--- src/rtl/bullet_pkg.sv ---
// Shared types and helpers for the bullet pool: direction encoding, reversal,
// index-width sizing and default playfield limits.
package bullet_pkg;

    typedef enum logic [1:0] {
        DIR_UP    = 2'd0,
        DIR_RIGHT = 2'd1,
        DIR_DOWN  = 2'd2,
        DIR_LEFT  = 2'd3
    } dir_t;

    localparam int X_MAX_DEF = 159;
    localparam int Y_MAX_DEF = 119;

    // Opposite directions differ only in bit 1 (0<->2, 1<->3).
    function automatic dir_t reverse_dir(input dir_t d);
        return dir_t'(d ^ 2'b10);
    endfunction

    function automatic int idx_w(input int n);
        return (n > 1) ? $clog2(n) : 1;
    endfunction

endpackage

--- src/rtl/bullet_slot.sv ---
// One bullet slot: position/direction registers, tick movement and boundary
// despawn. Define BULLET_BOUNCE_EN to reverse once at the first boundary hit.
module bullet_slot
    import bullet_pkg::*;
#(
    parameter int X_W   = 8,
    parameter int Y_W   = 7,
    parameter int X_MAX = X_MAX_DEF,
    parameter int Y_MAX = Y_MAX_DEF,
    parameter int STEP  = 1
) (
    input  logic           clk,
    input  logic           resetn,
    input  logic           clear,
    input  logic           kill,
    input  logic           tick,
    input  logic           load,
    input  logic [X_W-1:0] load_x,
    input  logic [Y_W-1:0] load_y,
    input  logic [1:0]     load_d,
    output logic [X_W-1:0] x,
    output logic [Y_W-1:0] y,
    output logic [1:0]     d,
    output logic           active
);

    logic [X_W-1:0] nx;
    logic [Y_W-1:0] ny;
    logic           out_of_bounds;

`ifdef BULLET_BOUNCE_EN
    logic bounced;
`endif

    // NOTE: every variable gets a default at the top of always_comb so no path leaves it unassigned (no latch).
    always_comb begin
        nx            = x;
        ny            = y;
        out_of_bounds = 1'b0;
        case (dir_t'(d))
            DIR_UP:
                if (y < Y_W'(STEP)) out_of_bounds = 1'b1;
                else                ny = y - Y_W'(STEP);
            DIR_DOWN:
                if ({1'b0, y} + (Y_W+1)'(STEP) > (Y_W+1)'(Y_MAX)) out_of_bounds = 1'b1;
                else                                                ny = y + Y_W'(STEP);
            DIR_RIGHT:
                if ({1'b0, x} + (X_W+1)'(STEP) > (X_W+1)'(X_MAX)) out_of_bounds = 1'b1;
                else                                                nx = x + X_W'(STEP);
            default:
                if (x < X_W'(STEP)) out_of_bounds = 1'b1;
                else                nx = x - X_W'(STEP);
        endcase
    end

    // Kill/clear beat movement, movement beats a load; loads only target idle slots.
    always_ff @(posedge clk or negedge resetn) begin
        if (!resetn) begin
            x      <= '0;
            y      <= '0;
            d      <= '0;
            active <= 1'b0;
`ifdef BULLET_BOUNCE_EN
            bounced <= 1'b0;
`endif
        end else if (clear || kill) begin
            active <= 1'b0;
        end else if (active && tick) begin
            if (!out_of_bounds) begin
                x <= nx;
                y <= ny;
            end else begin
`ifdef BULLET_BOUNCE_EN
                if (!bounced) begin
                    d       <= reverse_dir(dir_t'(d));
                    bounced <= 1'b1;
                end else begin
                    active <= 1'b0;
                end
`else
                active <= 1'b0;
`endif
            end
        end else if (load) begin
            x      <= load_x;
            y      <= load_y;
            d      <= load_d;
            active <= 1'b1;
`ifdef BULLET_BOUNCE_EN
            bounced <= 1'b0;
`endif
        end
    end

endmodule

--- src/rtl/bullet_array.sv ---
// Pool of NUM_TANKS x SLOTS bullets: fire edge detect, per-tank cooldown, tick
// divider, kill decode and a registered read port. Bounce: BULLET_BOUNCE_EN.
module bullet_array
    import bullet_pkg::*;
#(
    parameter int NUM_TANKS = 4,
    parameter int SLOTS     = 2,
    parameter int X_W       = 8,
    parameter int Y_W       = 7,
    parameter int X_MAX     = X_MAX_DEF,
    parameter int Y_MAX     = Y_MAX_DEF,
    parameter int TICK_DIV  = 1000000,
    parameter int STEP      = 1,
    parameter int COOLDOWN  = 8,
    parameter int SPAWN_OFF = 3
) (
    input  logic                                   clk,
    input  logic                                   resetn,
    input  logic                                   start,
    input  logic [NUM_TANKS-1:0]                   fire,
    input  logic [NUM_TANKS*X_W-1:0]               tx,
    input  logic [NUM_TANKS*Y_W-1:0]               ty,
    input  logic [NUM_TANKS*2-1:0]                 td,
    input  logic                                   kill_valid,
    input  logic [idx_w(NUM_TANKS*SLOTS)-1:0]      kill_id,
    input  logic [idx_w(NUM_TANKS*SLOTS)-1:0]      rd_idx,
    output logic [X_W-1:0]                         rd_x,
    output logic [Y_W-1:0]                         rd_y,
    output logic [1:0]                             rd_d,
    output logic                                   rd_active,
    output logic [NUM_TANKS*SLOTS-1:0]             active,
    output logic [NUM_TANKS-1:0]                   fired,
    output logic                                   tick
);

    localparam int NUM_SLOTS = NUM_TANKS * SLOTS;
    localparam int ID_W      = idx_w(NUM_SLOTS);
    localparam int CNT_W     = idx_w(TICK_DIV);
    localparam int CD_W      = idx_w(COOLDOWN + 1);

    logic [CNT_W-1:0]     tick_cnt;
    logic [NUM_TANKS-1:0] fire_q;
    logic [NUM_TANKS-1:0] fire_rise;
    logic [NUM_TANKS-1:0] alloc;
    logic [CD_W-1:0]      cooldown [NUM_TANKS];
    logic [NUM_SLOTS-1:0] load_vec;
    logic [NUM_SLOTS-1:0] kill_vec;

    logic [X_W-1:0]       slot_x [NUM_SLOTS];
    logic [Y_W-1:0]       slot_y [NUM_SLOTS];
    logic [1:0]           slot_d [NUM_SLOTS];

    logic [X_W-1:0]       rd_x_nx;
    logic [Y_W-1:0]       rd_y_nx;
    logic [1:0]           rd_d_nx;
    logic                 rd_active_nx;

    assign fire_rise = fire & ~fire_q;

    // NOTE: sequential state uses non-blocking assignments so every register samples pre-edge values.
    always_ff @(posedge clk or negedge resetn) begin
        if (!resetn) begin
            tick_cnt <= '0;
            tick     <= 1'b0;
        end else if (tick_cnt == CNT_W'(TICK_DIV - 1)) begin
            tick_cnt <= '0;
            tick     <= 1'b1;
        end else begin
            tick_cnt <= tick_cnt + 1'b1;
            tick     <= 1'b0;
        end
    end

    // Allocation sees the pre-edge active mask, so a slot killed this cycle is not reused yet.
    always_comb begin
        alloc    = '0;
        load_vec = '0;
        for (int t = 0; t < NUM_TANKS; t++) begin
            for (int s = 0; s < SLOTS; s++) begin
                if (fire_rise[t] && start && cooldown[t] == '0 && !alloc[t]
                    && !active[t*SLOTS + s]) begin
                    alloc[t]             = 1'b1;
                    load_vec[t*SLOTS + s] = 1'b1;
                end
            end
        end
    end

    always_comb begin
        kill_vec = '0;
        for (int k = 0; k < NUM_SLOTS; k++)
            kill_vec[k] = kill_valid && (kill_id == ID_W'(k));
    end

    always_ff @(posedge clk or negedge resetn) begin
        if (!resetn) begin
            fire_q <= '0;
            fired  <= '0;
            for (int t = 0; t < NUM_TANKS; t++) cooldown[t] <= '0;
        end else begin
            fire_q <= fire;
            fired  <= alloc;
            for (int t = 0; t < NUM_TANKS; t++) begin
                if (!start)                         cooldown[t] <= '0;
                else if (alloc[t])                  cooldown[t] <= CD_W'(COOLDOWN);
                else if (tick && cooldown[t] != '0) cooldown[t] <= cooldown[t] - 1'b1;
            end
        end
    end

    for (genvar k = 0; k < NUM_SLOTS; k++) begin : g_slot
        localparam int T = k / SLOTS;
        bullet_slot #(
            .X_W   (X_W),
            .Y_W   (Y_W),
            .X_MAX (X_MAX),
            .Y_MAX (Y_MAX),
            .STEP  (STEP)
        ) u_slot (
            .clk    (clk),
            .resetn (resetn),
            .clear  (!start),
            .kill   (kill_vec[k]),
            .tick   (tick),
            .load   (load_vec[k]),
            .load_x (tx[T*X_W +: X_W] + X_W'(SPAWN_OFF)),
            .load_y (ty[T*Y_W +: Y_W] + Y_W'(SPAWN_OFF)),
            .load_d (td[T*2 +: 2]),
            .x      (slot_x[k]),
            .y      (slot_y[k]),
            .d      (slot_d[k]),
            .active (active[k])
        );
    end

    // An index with no matching slot reads back as an idle all-zero slot.
    always_comb begin
        rd_x_nx      = '0;
        rd_y_nx      = '0;
        rd_d_nx      = '0;
        rd_active_nx = 1'b0;
        for (int k = 0; k < NUM_SLOTS; k++) begin
            if (rd_idx == ID_W'(k)) begin
                rd_x_nx      = slot_x[k];
                rd_y_nx      = slot_y[k];
                rd_d_nx      = slot_d[k];
                rd_active_nx = active[k];
            end
        end
    end

    always_ff @(posedge clk or negedge resetn) begin
        if (!resetn) begin
            rd_x      <= '0;
            rd_y      <= '0;
            rd_d      <= '0;
            rd_active <= 1'b0;
        end else begin
            rd_x      <= rd_x_nx;
            rd_y      <= rd_y_nx;
            rd_d      <= rd_d_nx;
            rd_active <= rd_active_nx;
        end
    end

endmodule

--- config.mk ---
export PLATFORM = sky130hd
export DESIGN_NAME = bullet_array
export DESIGN_NICKNAME = d
export VERILOG_FILES = /design/src/rtl/bullet_pkg.sv /design/src/rtl/bullet_slot.sv /design/src/rtl/bullet_array.sv
export SDC_FILE = /design/constraint.sdc
export NUM_CORES = 1
export LEC_CHECK = 0
export BUFFER_PORTS_ARGS = -buffer_cell sky130_fd_sc_hd__buf_2
export CAP_MARGIN = 10
export CORE_UTILIZATION = 30
export DETAILED_ROUTE_END_ITERATION = 7
export GPL_ROUTABILITY_DRIVEN = 1
export HOLD_SLACK_MARGIN = 0.05
export PLACE_DENSITY_LB_ADDON = 0.25
export SYNTH_ARGS = -nofsm -noshare
export SYNTH_HDL_FRONTEND = slang
export SYNTH_HIERARCHICAL = 1
export SYNTH_SLANG_ARGS = --single-unit
--- constraint.sdc ---
create_clock -name clk -period 3.6 [get_ports clk]
set_input_delay 0.54 -clock clk [delete_from_list [all_inputs] [get_ports clk]]
set_output_delay 0.54 -clock clk [all_outputs]
set_load 0.03 [all_outputs]
# Yosys cells after proc, flatten, opt, wreduce, memory -nomap -nowiden
# Cells that the tools add are included.
dict set report word_totals {
  register_bits 207
  inputBits 82
  out_inout_bits 31
  elab_cells 615
}
dict set report classes {
  n_addsub 61
  magnitude_cmp 32
  n_eq_ne 99
  muxes 226
  bitwise 18
  reduce_logical 135
}
# cell n
set op_table {}
lappend op_table {{2-to-1 mux 8 bit} 48}
lappend op_table {{2-to-1 mux 7 bit} 48}
lappend op_table {{case mux 8 bit (2 select lines)} 8}
lappend op_table {{inequality test 3 bit (second input constant)} 40}
lappend op_table {{case mux 7 bit (2 select lines)} 8}
lappend op_table {{AND reduction 6 bit} 16}
lappend op_table {{2-to-1 mux 1 bit} 85}
lappend op_table {{adder 8 x 1 -> 9 bit (second input constant)} 8}
lappend op_table {{greater-than comparator 9 x 8 -> 1 bit (second input constant)} 8}
lappend op_table {{adder 7 x 1 -> 8 bit (second input constant)} 8}
lappend op_table {{adder 8 x 1 -> 8 bit (second input constant)} 8}
lappend op_table {{greater-than comparator 8 x 7 -> 1 bit (second input constant)} 8}
lappend op_table {{less-than comparator 8 x 1 -> 1 bit (second input constant)} 8}
lappend op_table {{subtractor 8 x 1 -> 8 bit (second input constant)} 8}
lappend op_table {{adder 7 x 1 -> 7 bit (second input constant)} 8}
lappend op_table {{less-than comparator 7 x 1 -> 1 bit (second input constant)} 8}
lappend op_table {{subtractor 7 x 1 -> 7 bit (second input constant)} 8}
lappend op_table {{2-to-1 mux 4 bit} 12}
lappend op_table {{logical AND 1 bit} 40}
lappend op_table {{inequality test 3 x 1 -> 1 bit (second input constant)} 12}
lappend op_table {{adder 8 x 2 -> 8 bit (second input constant)} 4}
lappend op_table {{inequality test 2 bit (second input constant)} 16}
lappend op_table {{adder 7 x 2 -> 7 bit (second input constant)} 4}
lappend op_table {{== test 3 bit (second input constant)} 8}
lappend op_table {{other kinds (24)} 142}

# Depth between registers and ports, before layout
dict set report depth {
  word_depth 13
  depth_mapped 11
  ltp_nobuf 10
}

# Hierarchy
# Netlist, hierarchy kept.
# mod n_inst cells_each area_per_inst_um2 seq_area_each_um2
set by_module_without_submodules {}
lappend by_module_without_submodules {{bullet_slot (g_slot[0].u_slot ...)} 7 199 1560.2 450.4}
lappend by_module_without_submodules {bullet_array 1 566 4697.0 1576.5}
lappend by_module_without_submodules {{bullet_slot (g_slot[7].u_slot)} 1 210 1700.4 450.4}

# Worst setup path before layout
# Ideal clock, no wire load.
dict set report synth_path {
  kind {register to register}
  startpoint {register cooldown[12] in the netlist's numbering}
  endpoint {register g_slot[1].u_slot.x[7]}
  setup_ns 0.124
  t_arrival_ns 3.121
  required_ns 3.476
  slack_ns 0.355
  path_stages_with_launch 12
  n_path_buf 1
  synth_period_minus_slack_ns 3.245
  path_cell_list {dfrtp_1 -> inv_1 -> ha_1 -> or3b_1 -> or3_1 -> nor3b_1 -> o21a_1 -> nor3b_1 -> a32oi_4 -> or2_1 -> buf_6 -> a211o_1}
}
dict set report synth_via {
  elab_chain_cells 10
}
# item line
set synth_rtl {}
lappend synth_rtl {{from (decl)} bullet_array.sv:45} ;# logic [CD_W-1:0] cooldown [NUM_TANKS];
lappend synth_rtl {{from (signal, indexed assignment)} bullet_array.sv:105} ;# else if (alloc[t]) cooldown[t] <= CD_W'(COOLDOWN);
lappend synth_rtl {{logical NOT 4 bit *} bullet_array.sv:80} ;# if (fire_rise[t] && start && cooldown[t] == '0 && !alloc[t]
lappend synth_rtl {{logical AND 1 bit *} bullet_array.sv:80}
lappend synth_rtl {{logical AND 1 bit} bullet_array.sv:81} ;# && !active[t*SLOTS + s]) begin
lappend synth_rtl {{2-to-1 mux 1 bit} bullet_array.sv:80}
lappend synth_rtl {{logical NOT 1 bit} bullet_array.sv:80}
lappend synth_rtl {{logical AND 1 bit *} bullet_array.sv:80}
lappend synth_rtl {{logical AND 1 bit *} bullet_array.sv:81}
lappend synth_rtl {{2-to-1 mux 1 bit *} bullet_array.sv:80}
lappend synth_rtl {{via load_vec[1]} bullet_array.sv:46} ;# logic [NUM_SLOTS-1:0] load_vec;
lappend synth_rtl {{nonzero test 2 bit (no source line) *} n/a}
lappend synth_rtl {{AND reduction 6 bit (no source line) *} n/a}
lappend synth_rtl {{to (signal assigned)} bullet_slot.sv:70} ;# x <= nx;
lappend synth_rtl {{to (signal assigned)} bullet_slot.sv:85} ;# x <= load_x;
lappend synth_rtl {{to (decl)} bullet_slot.sv:21} ;# output logic [X_W-1:0] x,
# Mark *: on every way through the listed nets, which the timed path passes. The rest lies on a longest branch.
# A chain may end at the register's enable or synchronous reset.

# Final worst setup path
dict set report layout_path {
  startpoint {register cooldown[4] in the netlist's numbering}
  endpoint {register g_slot[5].u_slot.x[7]}
}
dict set report layout_via {
  elab_chain_cells 10
}
# item line
set layout_rtl {}
lappend layout_rtl {{logical NOT 4 bit *} bullet_array.sv:80}
lappend layout_rtl {{logical AND 1 bit *} bullet_array.sv:80}
lappend layout_rtl {{logical AND 1 bit} bullet_array.sv:81}
lappend layout_rtl {{2-to-1 mux 1 bit} bullet_array.sv:80}
lappend layout_rtl {{logical NOT 1 bit} bullet_array.sv:80}
lappend layout_rtl {{logical AND 1 bit *} bullet_array.sv:80}
lappend layout_rtl {{logical AND 1 bit *} bullet_array.sv:81}
lappend layout_rtl {{2-to-1 mux 1 bit *} bullet_array.sv:80}
lappend layout_rtl {{via load_vec[5]} bullet_array.sv:46}
lappend layout_rtl {{nonzero test 2 bit (no source line) *} n/a}
lappend layout_rtl {{AND reduction 6 bit (no source line) *} n/a}
lappend layout_rtl {{to (signal assigned)} bullet_slot.sv:70}
lappend layout_rtl {{to (signal assigned)} bullet_slot.sv:85}
lappend layout_rtl {{to (decl)} bullet_slot.sv:21}
# Marks and branches as above.

==> results.toml <==
[worst_setup_path]
critPathCaptureType = "register"
crit_type = "reg -> reg"
cp.depth = 10
cp_slowest_cell = "or3_1"
path_common_cell = "nor3b_1"
cp_cell_sequence = "inv_1 -> ha_1 -> or3b_1 -> or3_1 -> nor3b_1 -> o21a_1 -> nor3b_1 -> a32oi_4 -> or2_1 -> a211o_1"
ff2ff_path_depth = 10
crit_fanout = 10
cp_data_arrival_time_ns = 3.85
endpoint = "g_slot[5].u_slot/x[7]"
critPathLaunch = "cooldown[4]"
crit_family = "simple AND/OR/NAND/NOR gates"
worstPathRequired_ns = 4.07
start_kind = "register"
slowest_delay_ns = 0.44
r2r-start = "cooldown[4]"
critical_path_buf_inv_count = 1
rrSetupSlack_ns = 0.22
r2r-end = "g_slot[5].u_slot/x[7]"

[yosys]
synth-seq-cells = 207
ys_seq_area_share_pct = 29.9
syn_inst = 2169
synth_nets = 2304
synth-edff-count = 0
yosysUniqueCellTypes = 82
yosys_warnings = 6
synthArstFlopShare_pct = 100
syn_area_um2 = 17300
syn_avg_cell_area_um2 = 7.98
ys.flop_type = "dfrtp_1"

[clock_tree]
clock_sinks = 207
cts-root-buf = "clkbuf_16"
cts_made_buffers = 28
clk_pin_slew_ns = 0.06
clockBufferDepth = 3
cts_htree_levels = 1
cts_tree = "yes"
clock_latency_ns = 0.58

[detailed_routing]
vias_per_cell = 5.69
routedWlPerCell_um = 19.9
dr.pass1.iters = 6
drc = 0
vias = 17000
wirelength_um = 59500
ant_nets = 0
first_iter_violations = 1667

[global_route]
use_met3_pct = 2.68
grt_pass1_vias = 16100
antenna_found_initial = 5
use_met2_pct = 31.4
grt_usage_pct = 19.7
overflow = 0
met1_usage_pct = 27.7
grt_pass1_wl_um = 93800
grt_max_degree = 77
grt.busiest_layer = "met2"

[final_layout]
areaGrowthSynthToFinish_pct = 12.8
drive_above_1_share_pct = 13.4
fin_nets = 2348
finish.utilization_pct = 34.4
layout.cells.non_filler = 2992
fillers = 5859

[placement]
io_buffers = 112
gp_congestion = 0.931
dp.cells = 2938
hpwl_um = 44800

[timing]
min_period_over_period_pct = 94.0
finalHoldViolations = 0
relSlewSlack_pct = 40.8
fin_skew_ns = 0.0248
final.setup.tns_ns = 0
hold-worst-slack_ns = 0.0822
period_needed_ns = 3.38
rsz0062_at_grt = "false"
timing.fmax_ghz = 0.295
tightest_slew_ns = 0.880
finalSetupViolations = 0
slew_viol_final = 0

[floorplan]
die_h_um = 242
coreArea_um2 = 56700
fp.dieW_um = 242
rows = 87
start_util_pct = 30.5
io_pins = 113
design.die.area_um2 = 58700

[pwr]
vdd_drop_max_uv = 318
p_leak_nw = 7.79
pwr_density_cell_nw_per_um2 = 515

[hold_path]
worstHoldStart = "fire[0]"
min_path_type = "in -> reg"

[outcome]
status = "finished clean"

[run]
drv_cap = 0
==> cell type report <==
cell class	instances	area, um2	share of cell area, %
Sequential cell	207	5180	26.5
Clock inverter	20	287	1.47
Inverter	106	398	2.04
Timing Repair Buffer	165	996	5.10
Antenna cell	1	2.50	0.0128
Multi-Input combinational cell	1705	11000	56.1
Clock buffer	32	756	3.87
Tap cell	756	946	4.84
==> how the worst min path moves through the flow <==
| stage | to | cells past startpoint |
|---|---|---|
| 3_5_place_dp | tick_cnt[10] | 1 |
| 5_1_grt | fire_q[0] | 1 |
| 2_1_floorplan | cooldown[0] | 0 |
| 3_3_place_gp | tick_cnt[10] | 1 |
| 6_report | fire_q[0] | 1 |
| 4_1_cts | fire_q[0] | 1 |
==> cell families (layout without fill, tap and decap cells) <==
family                   Yosys count  count (layout)  synth area share (%)
AO/OA/AOI/OAI                    708             708                  27.6
AND/OR/NAND/NOR                  809             809                  24.6
adder cells (fa/ha/maj)           53              53                  3.83
XOR/XNOR                          92              92                  4.65
multiplexers                      43              43                  2.60
other                              0               1                     0
buffers and inverters            257             323                  6.82
flip-flops                       207             207                  29.9
==> cells in the final DEF (no fill, tap or decap), drive strengths merged, types with 41 or more instances in the layout <==
master / n
dfrtp: 207
nor2: 194
nand2: 175
a21oi: 172
buf: 164
o21ai: 137
inv: 108
nand3: 94
o22ai: 69
nor3: 61
a31oi: 57
ha: 53
nor2b: 52
xnor2: 50
xor2: 42
a22oi: 41
==> registers in the layout, summed over array words and instances (netlist names) <==
| signal | cells |
|---|---|
| cooldown | 16 |
| fire_q | 4 |
| fired | 4 |
| g_slot.u_slot/active | 8 |
| g_slot.u_slot/d | 16 |
| g_slot.u_slot/x | 64 |
| g_slot.u_slot/y | 56 |
| rd_active | 1 |
| rd_d | 2 |
| rd_x | 8 |
| rd_y | 7 |
| tick | 1 |
| tick_cnt | 20 |
==> per-layer routing <==
layer,vias to the layer above,part of all wire (%)
met1,8280,46
met2,564,45
li1,8094,-
met3,97,6.1
met5,-,0.039
met4,4,2.5
==> through the flow <==
stage          setup WS (ns)  cell area (um2)  total power, mW
2_1_floorplan          0.355            17300             5.77
3_3_place_gp           0.229            18500             6.80
3_5_place_dp           0.203            18500             6.83
4_1_cts                0.108            19500             10.1
5_1_grt               0.0191            19500             10.6
6_report               0.216            19500             10.0
==> cells in the mapped netlist, types with 9 or more instances <==
cell / instances / area (um2)
dfrtp_1: 207 / 5180
nor2_1: 187 / 702
nand2_1: 175 / 657
a21oi_1: 172 / 861
o21ai_0: 126 / 631
inv_1: 106 / 398
clkbuf_1: 96 / 360
nand3_1: 94 / 470
o22ai_1: 69 / 432
nor3_1: 61 / 305
a31oi_1: 57 / 357
ha_1: 53 / 663
nor2b_1: 52 / 325
xnor2_1: 50 / 438
xor2_1: 42 / 368
a22oi_1: 41 / 308
o21a_1: 31 / 233
o31ai_1: 31 / 233
mux2i_1: 27 / 270
o2bb2ai_1: 26 / 228
nand4_1: 24 / 150
and2_1: 23 / 144
nor3b_1: 22 / 165
o211ai_1: 22 / 165
a211o_1: 21 / 184
or4_1: 21 / 158
buf_6: 20 / 225
buf_2: 18 / 90.1
or3_1: 18 / 113
mux2_2: 16 / 180
a211oi_1: 15 / 113
o2111ai_1: 14 / 123
or2_2: 12 / 75.1
a41oi_1: 11 / 96.3
nand2b_1: 11 / 68.8
nor4_1: 10 / 62.6
and4_1: 9 / 78.8
nor4b_1: 9 / 78.8
==> repair_timing <==
action	4_1_cts	5_1_grt
gates resized for setup	0	1
hold endpoints to repair	72	0
setup endpoints to repair	0	1
hold buffers	1	0
setup buffers	0	0
==> power breakdown <==
group	switching, mW	leakage (nW)	internal [mW]
Combinational	1.78	4.71	1.24
Sequential	1.11	2.57	2.77
Clock	1.21	0.515	1.95
Power figures use the tool's default switching activity.
